[config.mk]
export PLATFORM = sky130hd
export DESIGN_NAME = positadd_arbiter_flat
export DESIGN_NICKNAME = d
export VERILOG_FILES = /design/src/rtl/positadd_arbiter_if.sv /design/src/rtl/positadd_arbiter.sv /design/src/flat_wrapper.sv
export SDC_FILE = /design/constraint.sdc
export NUM_CORES = 1
export LEC_CHECK = 0
export CORE_AREA = 2 2 160 162
export CTS_CLUSTER_SIZE = 14
export DETAILED_ROUTE_END_ITERATION = 10
export DIE_AREA = 0 0 162 164
export GPL_TIMING_DRIVEN = 0
export SYNTH_ARGS = -nofsm -noshare
export SYNTH_HDL_FRONTEND = slang
export SYNTH_SLANG_ARGS = --single-unit
[constraint.sdc]
create_clock -name clk -period 3.2 [get_ports clk]
set_clock_uncertainty 0.1 [all_clocks]
set_input_delay 0.64 -clock clk [delete_from_list [all_inputs] [get_ports clk]]
set_output_delay 0.64 -clock clk [all_outputs]
set_load 0.02 [all_outputs]
[src/rtl/positadd_arbiter_if.sv]
// Bundles the requester-side and adder-side signals of positadd_arbiter.
// master: the arbiter itself; slave: requesters, adder and result consumer.
interface positadd_arbiter_if #(
    parameter int NREQ = 4
);
    localparam int TAGW = (NREQ > 1) ? $clog2(NREQ) : 1;

    // Requester i transfers an operand pair in a cycle where req_valid[i] and
    // req_ready[i] are both high; a requester keeps req_valid and its operands
    // stable until that happens. Results are pushed with res_valid and cannot
    // be back-pressured.
    logic [NREQ-1:0]    req_valid;
    logic [NREQ-1:0]    req_ready;
    logic [NREQ*32-1:0] req_a;
    logic [NREQ*32-1:0] req_b;

    logic [31:0]        add_in1;
    logic [31:0]        add_in2;
    logic               add_start;
    logic [31:0]        add_result;
    logic               add_inf;
    logic               add_zero;
    logic               add_done;

    logic               res_valid;
    logic [TAGW-1:0]    res_tag;
    logic [31:0]        res_data;
    logic               res_inf;
    logic               res_zero;

    modport master (
        input  req_valid, req_a, req_b, add_result, add_inf, add_zero, add_done,
        output req_ready, add_in1, add_in2, add_start,
               res_valid, res_tag, res_data, res_inf, res_zero
    );

    modport slave (
        output req_valid, req_a, req_b, add_result, add_inf, add_zero, add_done,
        input  req_ready, add_in1, add_in2, add_start,
               res_valid, res_tag, res_data, res_inf, res_zero
    );
endinterface

[src/rtl/positadd_arbiter.sv]
// Round-robin arbiter sharing one pipelined positadd_4 among NREQ requesters.
// Define POSITADD_ARB_STATS_EN to add the stat_issued / stat_stall counters.
module positadd_arbiter #(
    parameter int NREQ    = 4,
    parameter int LATENCY = 4
) (
    input  logic                   clk,
    input  logic                   rst_n,
    positadd_arbiter_if.master     bus,
    input  logic                   flush,
    output logic                   flush_done,
    output logic                   busy,
    output logic                   err_sync,
    output logic [1:0]             dbg_state
`ifdef POSITADD_ARB_STATS_EN
    ,
    output logic [31:0]            stat_issued,
    output logic [31:0]            stat_stall
`endif
);

    localparam int TAGW = (NREQ > 1) ? $clog2(NREQ) : 1;
    localparam int CNTW = $clog2(LATENCY + 1);

    typedef enum logic [1:0] {
        RUN     = 2'd0,
        DRAIN   = 2'd1,
        FLUSHED = 2'd2
    } state_t;

    state_t              state;
    logic [TAGW-1:0]     ptr;
    logic                grant_en;
    logic                gnt_any;
    logic [TAGW-1:0]     gnt_idx;
    logic [LATENCY-1:0]  pipe_vld;
    logic [TAGW-1:0]     pipe_tag [LATENCY];
    logic                last_vld;
    logic                retire;
    logic [CNTW-1:0]     count;
    logic [CNTW-1:0]     count_nxt;
    logic [CNTW-1:0]     settle;

    // Gated by rst_n so nothing is offered to requesters while reset is held.
    assign grant_en = (state == RUN) && rst_n;

    always_comb begin
        int j;
        j       = 0;
        gnt_any = 1'b0;
        gnt_idx = '0;
        if (grant_en) begin
            for (int off = 0; off < NREQ; off++) begin
                j = int'(ptr) + off;
                if (j >= NREQ) j = j - NREQ;
                if (!gnt_any && bus.req_valid[j]) begin
                    gnt_any = 1'b1;
                    gnt_idx = TAGW'(j);
                end
            end
        end
    end

    always_comb begin
        bus.req_ready = '0;
        bus.add_start = gnt_any;
        bus.add_in1   = '0;
        bus.add_in2   = '0;
        if (gnt_any) begin
            bus.req_ready[gnt_idx] = 1'b1;
            bus.add_in1 = bus.req_a[{gnt_idx, 5'd0} +: 32];
            bus.add_in2 = bus.req_b[{gnt_idx, 5'd0} +: 32];
        end
    end

    always_ff @(posedge clk or negedge rst_n) begin
        if (!rst_n) begin
            ptr <= '0;
        end else if (gnt_any) begin
            ptr <= (gnt_idx == TAGW'(NREQ - 1)) ? '0 : gnt_idx + TAGW'(1);
        end
    end

    // Tag pipe mirrors the adder pipeline so each add_done can be matched
    // to the requester that issued it.
    always_ff @(posedge clk or negedge rst_n) begin
        if (!rst_n) begin
            pipe_vld <= '0;
            for (int i = 0; i < LATENCY; i++) pipe_tag[i] <= '0;
        end else begin
            pipe_vld[0] <= gnt_any;
            pipe_tag[0] <= gnt_idx;
            for (int i = 1; i < LATENCY; i++) begin
                pipe_vld[i] <= pipe_vld[i-1];
                pipe_tag[i] <= pipe_tag[i-1];
            end
        end
    end

    assign last_vld      = pipe_vld[LATENCY-1];
    assign retire        = last_vld & bus.add_done;
    assign bus.res_valid = retire;
    assign bus.res_tag   = retire ? pipe_tag[LATENCY-1] : '0;
    assign bus.res_data  = retire ? bus.add_result : '0;
    assign bus.res_inf   = retire & bus.add_inf;
    assign bus.res_zero  = retire & bus.add_zero;

    always_comb begin
        count_nxt = count;
        if (gnt_any && !retire)      count_nxt = count + CNTW'(1);
        else if (!gnt_any && retire) count_nxt = count - CNTW'(1);
    end

    always_ff @(posedge clk or negedge rst_n) begin
        if (!rst_n) count <= '0;
        else        count <= count_nxt;
    end

    assign busy = (count != '0);

    // Looking at count_nxt lets flush_done rise the cycle after the last result.
    always_ff @(posedge clk or negedge rst_n) begin
        if (!rst_n) begin
            state      <= RUN;
            flush_done <= 1'b0;
        end else begin
            case (state)
                RUN: begin
                    if (flush) state <= DRAIN;
                end
                DRAIN: begin
                    if (count_nxt == '0) begin
                        state      <= FLUSHED;
                        flush_done <= 1'b1;
                    end
                end
                FLUSHED: begin
                    if (!flush) begin
                        state      <= RUN;
                        flush_done <= 1'b0;
                    end
                end
                default: begin
                    state      <= RUN;
                    flush_done <= 1'b0;
                end
            endcase
        end
    end

    assign dbg_state = state;

    // The adder is not reset, so its stages may still emit done pulses
    // for a while after reset; the settle window hides those from err_sync.
    always_ff @(posedge clk or negedge rst_n) begin
        if (!rst_n) begin
            settle   <= CNTW'(LATENCY);
            err_sync <= 1'b0;
        end else if (settle != '0) begin
            settle <= settle - CNTW'(1);
        end else if (last_vld != bus.add_done) begin
            err_sync <= 1'b1;
        end
    end

`ifdef POSITADD_ARB_STATS_EN
    always_ff @(posedge clk or negedge rst_n) begin
        if (!rst_n) begin
            stat_issued <= '0;
            stat_stall  <= '0;
        end else begin
            if (gnt_any && (stat_issued != '1))
                stat_issued <= stat_issued + 32'd1;
            if ((bus.req_valid != '0) && !gnt_any && (stat_stall != '1))
                stat_stall <= stat_stall + 32'd1;
        end
    end
`endif

endmodule

[src/flat_wrapper.sv]
// flat-port wrapper written by rule: the top's interface ports become plain ports
module positadd_arbiter_flat 
#(
    parameter int NREQ    = 4,
    parameter int LATENCY = 4
)
  (clk, rst_n, flush, flush_done, busy, err_sync, dbg_state, bus_req_valid, bus_req_a, bus_req_b, bus_add_result, bus_add_inf, bus_add_zero, bus_add_done, bus_req_ready, bus_add_in1, bus_add_in2, bus_add_start, bus_res_valid, bus_res_tag, bus_res_data, bus_res_inf, bus_res_zero);
  positadd_arbiter_if #(.NREQ(NREQ)) bus_i ();
  input  logic clk;
  input  logic rst_n;
  input  logic flush;
  output logic flush_done;
  output logic busy;
  output logic err_sync;
  output logic [1:0] dbg_state;
  input wire logic [$bits(bus_i.req_valid)-1:0] bus_req_valid;
  input wire logic [$bits(bus_i.req_a)-1:0] bus_req_a;
  input wire logic [$bits(bus_i.req_b)-1:0] bus_req_b;
  input wire logic [$bits(bus_i.add_result)-1:0] bus_add_result;
  input wire logic [$bits(bus_i.add_inf)-1:0] bus_add_inf;
  input wire logic [$bits(bus_i.add_zero)-1:0] bus_add_zero;
  input wire logic [$bits(bus_i.add_done)-1:0] bus_add_done;
  output wire logic [$bits(bus_i.req_ready)-1:0] bus_req_ready;
  output wire logic [$bits(bus_i.add_in1)-1:0] bus_add_in1;
  output wire logic [$bits(bus_i.add_in2)-1:0] bus_add_in2;
  output wire logic [$bits(bus_i.add_start)-1:0] bus_add_start;
  output wire logic [$bits(bus_i.res_valid)-1:0] bus_res_valid;
  output wire logic [$bits(bus_i.res_tag)-1:0] bus_res_tag;
  output wire logic [$bits(bus_i.res_data)-1:0] bus_res_data;
  output wire logic [$bits(bus_i.res_inf)-1:0] bus_res_inf;
  output wire logic [$bits(bus_i.res_zero)-1:0] bus_res_zero;
  assign bus_i.req_valid = bus_req_valid;
  assign bus_i.req_a = bus_req_a;
  assign bus_i.req_b = bus_req_b;
  assign bus_i.add_result = bus_add_result;
  assign bus_i.add_inf = bus_add_inf;
  assign bus_i.add_zero = bus_add_zero;
  assign bus_i.add_done = bus_add_done;
  assign bus_req_ready = bus_i.req_ready;
  assign bus_add_in1 = bus_i.add_in1;
  assign bus_add_in2 = bus_i.add_in2;
  assign bus_add_start = bus_i.add_start;
  assign bus_res_valid = bus_i.res_valid;
  assign bus_res_tag = bus_i.res_tag;
  assign bus_res_data = bus_i.res_data;
  assign bus_res_inf = bus_i.res_inf;
  assign bus_res_zero = bus_i.res_zero;
  positadd_arbiter #(.NREQ(NREQ), .LATENCY(LATENCY)) u_core (.clk(clk), .rst_n(rst_n), .bus(bus_i), .flush(flush), .flush_done(flush_done), .busy(busy), .err_sync(err_sync), .dbg_state(dbg_state));
endmodule
Word-level counts from Yosys, hierarchy flattened. Cells that the tools add are included.

Bits in registers: 24. Bits of input ports: 298. Output and inout bits: 111. Logic and storage cells: 115.

Add/subtract/negate cells: 11. $lt $le $gt $ge: 10. Eq/ne operators: 7. Shifts and indexed selects: 2. Mux-type cells: 50. Bitwise operators: 5. Reduce and logical (&&, ||, !) cells: 19.

Operator list (number): $mux W32 (11); $shiftx A128 B8 Y32 (2); $lt A32 B4 Y1 const B (4); $ge A32 B4 Y1 const B (3); $sub A32 B4 Y32 const B (3); $mux W2 (10); $mux W1 (19); $bmux W1 S2 (4); $logic_and A1 B1 Y1 (7); $add A2 B2 Y3 const B (2); $mux W3 (2); $pmux W2 S3 (1); $reduce_and A3 Y1 (2); $reduce_bool A3 Y1 (2); $sub A3 B1 Y3 const B (2); $logic_not A1 Y1 (5); $eq A2 B2 Y1 const B (2); $mux W4 (1); $ne A2 B2 Y1 const B (2); $sub A2 B3 Y4 const B (1); $add A2 B1 Y3 const B (1); $add A3 B1 Y3 const B (1); $and A1 B1 Y1 (3); $ge A2 B3 Y1 const B (1); other kinds (12) (13).

Logic depth before layout (Yosys ltp).
Depth in word-level cells: 27. Gate-level depth with buffers: 9. Mapped depth without buffers: 8.

Least setup slack after synthesis. OpenSTA, ideal clock, no wires.

Path kind: input to output. From: in bus_req_valid[3]. To: out bus_req_ready[3]. Data arrival time: 2.125 ns. Data required time: 2.460 ns. Path slack: 0.335 ns. Stages on the path: 8. Buffers on the path: 1. Cell sequence: nand2b_1 > and2_0 > o32a_1 > nand2_1 > clkbuf_1 > inv_2 > ha_1 > and3_2.

Word-level cells in the longest chain between the ends: 22. Elaborated cells on any way between the ends: 37. Classes of those cells: order compare: 2; mux: 28; reduce/logical: 7.

Ends and longest elaborated chain: start, declared (line flat_wrapper.sv:16) `input wire logic [$bits(bus_i.req_valid)-1:0] bus_req_valid;`; $bmux W1 S2 (line positadd_arbiter.sv:56) `if (!gnt_any && bus.req_valid[j]) begin`; $mux W1 (not written as such) (2 in a row) (line positadd_arbiter.sv:56); $mux W1 (line positadd_arbiter.sv:56); $mux W1 (line positadd_arbiter.sv:52) `if (grant_en) begin`; $logic_not A1 Y1 (line positadd_arbiter.sv:56); $logic_and A1 B1 Y1 (line positadd_arbiter.sv:56); $mux W1 (line positadd_arbiter.sv:56); $mux W1 (line positadd_arbiter.sv:52); [... 6 more ...]; $mux W2 (*) (line positadd_arbiter.sv:56); $mux W2 (*) (line positadd_arbiter.sv:52); named net u_core.gnt_idx[1] (line positadd_arbiter.sv:35) `logic [TAGW-1:0] gnt_idx;`; $lt A2 B3 Y1 (not written as such) or $ge A2 B1 Y1 (tied branches) (line positadd_arbiter.sv:70) `bus.req_ready[gnt_idx] = 1'b1;`; $logic_and A1 B1 Y1 (not written as such) (line positadd_arbiter.sv:70); $mux W1 (not written as such) (line positadd_arbiter.sv:70); $demux W1 S2 (*); $mux W4 (*) (line positadd_arbiter.sv:69) `if (gnt_any) begin`; end, declared (line flat_wrapper.sv:23) `output wire logic [$bits(bus_i.req_ready)-1:0] bus_req_ready;`.

The timed path passes the listed nets; every way through them passes the cells marked *. The select of a mux whose other input is x is not followed.

Final worst setup path.
From: in bus_req_valid[2]. To: out bus_add_in1[30].

Word-level cells in the longest chain between the ends: 19. Elaborated cells on any way between the ends: 33. Classes of those cells: shift: 1; mux: 26; reduce/logical: 6.

Ends and longest elaborated chain: $bmux W1 S2 (line positadd_arbiter.sv:56); $mux W1 (not written as such) (2 in a row) (line positadd_arbiter.sv:56); $mux W1 (line positadd_arbiter.sv:56); $mux W1 (line positadd_arbiter.sv:52); $logic_not A1 Y1 (line positadd_arbiter.sv:56); $logic_and A1 B1 Y1 (line positadd_arbiter.sv:56); $mux W1 (line positadd_arbiter.sv:56); $mux W1 (line positadd_arbiter.sv:52); [... 2 more ...]; $mux W1 (line positadd_arbiter.sv:56); $mux W1 (line positadd_arbiter.sv:52); $logic_not A1 Y1 (line positadd_arbiter.sv:56); $logic_and A1 B1 Y1 (line positadd_arbiter.sv:56); $mux W2 (line positadd_arbiter.sv:56); $mux W2 (line positadd_arbiter.sv:52); $shiftx A128 B8 Y32 (line positadd_arbiter.sv:71) `bus.add_in1 = bus.req_a[{gnt_idx, 5'd0} +: 32];`; $mux W32 (*) (line positadd_arbiter.sv:69); end, declared (line flat_wrapper.sv:24) `output wire logic [$bits(bus_i.add_in1)-1:0] bus_add_in1;`.

Mark *: on every way between the ends. The rest lies on a longest branch, timed or not. The select of a mux whose other input is x is not followed.

==> results summary <==
The count of buffering cells on the critical path with inverters included came out at 7. The buffer levels on the longest clock path is 2. The row count came out at 58. The worst slew margin relative to its limit is 0.8105. The first TritonRoute pass finished after 4 iterations. The maximum achievable frequency came out at ~320 MHz. The number of primary I/O pins came out at roughly 410. Registers take between 600 and 700 µm².

The number of CTS-inserted buffers came out at 3. The worst path needs between 3000 and 4000 ps of the cycle, external delays included. The post-placement setup slack is -1901 ps. In the global route stage, overall resource usage came out at 0.1466. Detailed placement ended at an HPWL of about 17,000 µm. The number of placed instances, taps included, is 1,097. The post-synth net total is 667. The flow ran to the end, and the final reports show no timing, DRC or antenna violations. The detailed router placed 4,556 vias in this run. The combinational power share came out at 0.823. The DRC violation total after the first TritonRoute iteration is about 150. In the routed design, unresolved DRC markers number 0. The actual transition at the worst max-transition pin is about 280 ps.

The number of sinks driven by the clock tree came out at 24. The kind of cell with the highest combined delay along the critical path is buffers and inverters. The fill cell total of the finished layout came out at approximately 2.6k. The switching fraction of total power is 0.4295. The total overflow reported by the global router came out at 0. The number of max-slew violations in the final report is 0.

The hold violation count in the final report is 0. Summed over all layers, the routed wires come to roughly 21,000 µm. The cell area after synthesis came out at approximately 0.0032 mm². The kind of launch point of the worst setup path is a primary input. The biggest area contributor in the post-synthesis netlist is mux2i_1.

The internal power of the cells totals roughly 2.4 mW. The number of I/O port buffers came out at between 400 and 500. After synthesis, the netlist uses between 40 and 50 different library cells. The endpoint arrival time on the critical path came out at around 2400 ps.

The share of post-route cells with drive strength above 1 came out at 0.2405. The number of setup violations in the final report came out at 0. In the synthesized netlist the dominant register cell turns out to be dfrtp_1. The remaining antenna violation count after routing came out at 0. By instance count, the cell type seen most on the critical path is buf_12.

The portion of total power attributed to the clock network came out at 0.070. The path category of the worst min-delay check is in2async. Dividing total power by cell area gives a power density of 500.4 mW/mm². Setup repair after global routing left no endpoint under its margin. The area share of the largest cell type after synthesis came out at 0.3980. At the later pin of the worst-skew pair, clock insertion delay measures 250 ps. The largest incremental delay on the critical path is 450 ps.

The fraction of the cycle the final worst path needs is 0.9663. The tightest hold path in the finished design has a slack of 129.7 ps. Entering global routing, the biggest net connects 26 pins.

The worst setup path is captured at a primary output. The critical path in this run is classified as in2out. The number of enable flip-flop cells after synthesis came out at 0. The required arrival time at the worst endpoint came out at 2460 ps. The slowest stage of the critical path is the or4_4 cell. The critical path goes through clkdlybuf4s15_1 > or4_4 > buf_6 > nand2_8 > inv_4 > nand2b_4 > buf_12 > buf_12 > buf_12 > o22ai_1 > buf_4. The core region is about 0.025 mm². The clock transition time at the flip-flop clock pins of the worst setup and hold paths came out at ~60 ps.

The number of antenna violations at the first check in global routing came out at 1. The post-synthesis instance total came out at roughly 360. The count of warnings emitted by yosys came out at 0.

The clock root buffer is clkbuf_16. The post-synthesis async set-or-reset flop share is 1.000. The post-layout worst setup margin came out at 108.0 ps. The area growth from synthesis to layout is 161.3%. Sorting the synthesized cells by area gives the leading types as mux2i_1 (40%), dfrtp_1 (18%), o22ai_1 (12%), and2_1 (6.9%), ha_1 (3.9%). The net switching power is between 1.5 and 2 mW. The sequential fraction of the synthesis area came out at 0.1855.

The number of vias per cell is about 4.1. The area of the multi-input gates is approximately 0.0028 mm². TritonCTS built the clock tree.

The max capacitance violation total came out at 0. The wire length of the first global-routing pass came out at 29,200 µm. The global placement routability congestion is roughly 0.81. The floorplan step set the die width to roughly 160 µm.

The total number of H-tree levels came out at 1. The worst supply voltage drop on vdd came out at 0.2533 mV. The net count reported at finish is 1,099. The proportion of power drawn by flip-flops and latches is 0.107.

The maximum fanout along the worst path came out at 10. The die span in y is ~160 µm. Summed over all cells, the static leakage comes to about 3.7 nW. The initial core utilization is 0.1307. The floorplan die area came out at about 0.027 mm². The number of synthesized register bits is 24. The number of global-route vias before repair is between 4k and 5k. The final core utilization came out at 0.3416. The average size of a mapped cell came out at 9.037 µm². The routed length per placed instance came out at between 15 and 20 µm.

The non-filler instance count after layout came out at 1,122.
logic make-up after synthesis:
kind of cell    Yosys count  share of synthesized area
compound gates           79                     0.1604
flops                    24                     0.1855
fa+ha+maj                10                    0.03857
mux                     130                     0.4015
simple gates             72                     0.1415
buf+inv                  41                    0.06440
xor+xnor                  3                   0.008100
per-layer routing:
metal | wire (µm) | vias to the layer above | part of all wire | global-route usage
met2 | 10640 | 245 | 0.50 | 0.2607
met5 | 0 | - | 0 | 0
met4 | 182 | 0 | 0.0086 | 0.02373
met3 | 1741 | 9 | 0.083 | 0.03359
met1 | 8517 | 2082 | 0.40 | 0.1833
li1 | - | 2220 | - | -
stage by stage:
stage | instance area [µm²] | TNS [ps] | power (mW)
finish | 8478 | 0 | 4.243
global route | 8476 | 0 | 4.497
CTS | 8404 | -0.4701 | 4.250
detailed placement | 7741 | -135510 | 3.371
global placement | 7741 | -129340 | 3.361
floorplan | 3244 | 0 | 2.085
final cells by class:
type                            count  area share
Antenna cell                        2   0.0005903
Buffer                             33     0.05195
Clock buffer                        4     0.01048
Inverter                            8    0.003837
Multi-Input combinational cell    294      0.3276
Sequential cell                    24     0.07099
Tap cell                          330     0.04870
Timing Repair Buffer              427      0.4858
power groups by stage:
stage / Clock [mW] / Sequential (mW) / Combinational (mW)
detailed placement: 0 / 0.451 / 2.92
global route: 0.316 / 0.466 / 3.71
finish: 0.297 / 0.452 / 3.49
global placement: 0 / 0.448 / 2.91
floorplan: 0 / 0.455 / 1.63
CTS: 0.301 / 0.453 / 3.50
synthesized netlist by cell type (all sizes together), types with 2 or more instances:
library cell  count
dfrtp            23
and2             37
nand2b            5
and3              4
mux2i           129
clkbuf            6
ha               10
o21ai             3
nor3b             2
o22ai            64
inv               8
a21boi            2
xnor2             3
nor2              6
nor3              2
buf              27
nand2             8
state kept, by name (all words and copies together) (netlist names):
signal and flops:
u_core.settle 3, u_core.dbg_state 2, u_core.pipe_vld 4, u_core.ptr 2, u_core.count 3, u_core.flush_done 1, u_core.pipe_tag 8, u_core.err_sync 1
layout by cell type, fill, tap and decap left out, drive strengths merged, types with 3 or more instances in the layout:
cell,count
and3,4
xnor2,3
nand2,8
o21ai,3
clkdlybuf4s50,324
o22ai,64
clkbuf,13
dlygate4sd2,10
dfrtp,23
nand2b,5
buf,115
mux2i,129
nor2,6
inv,8
ha,10
and2,37
worst paths after layout:
check	slack (ps)	cells past startpoint	start	endpoint
worst max-delay path	110	11	bus_req_valid[2]	bus_add_in1[30]
worst min-delay path	130	1	rst_n	u_core.pipe_tag[7]
worst max register to register	1180	9	u_core.ptr[0]	u_core.ptr[0]
worst min register to register	250	0	u_core.pipe_vld[0]	u_core.pipe_vld[1]
max in group asynchronous	2610	1	rst_n	u_core.settle[2]
min in group clk	250	0	u_core.pipe_vld[0]	u_core.pipe_vld[1]
what timing repair did:
item,4_1_cts,5_1_grt
setup endpoints to repair,105,80
resized for setup,481,24
pin swaps,5,2
hold buffers,0,0
cloned,3,0
endpoints found under the hold margin,0,0
buffers inserted,15,1
Note: power is estimated with default switching activity, not from simulation.
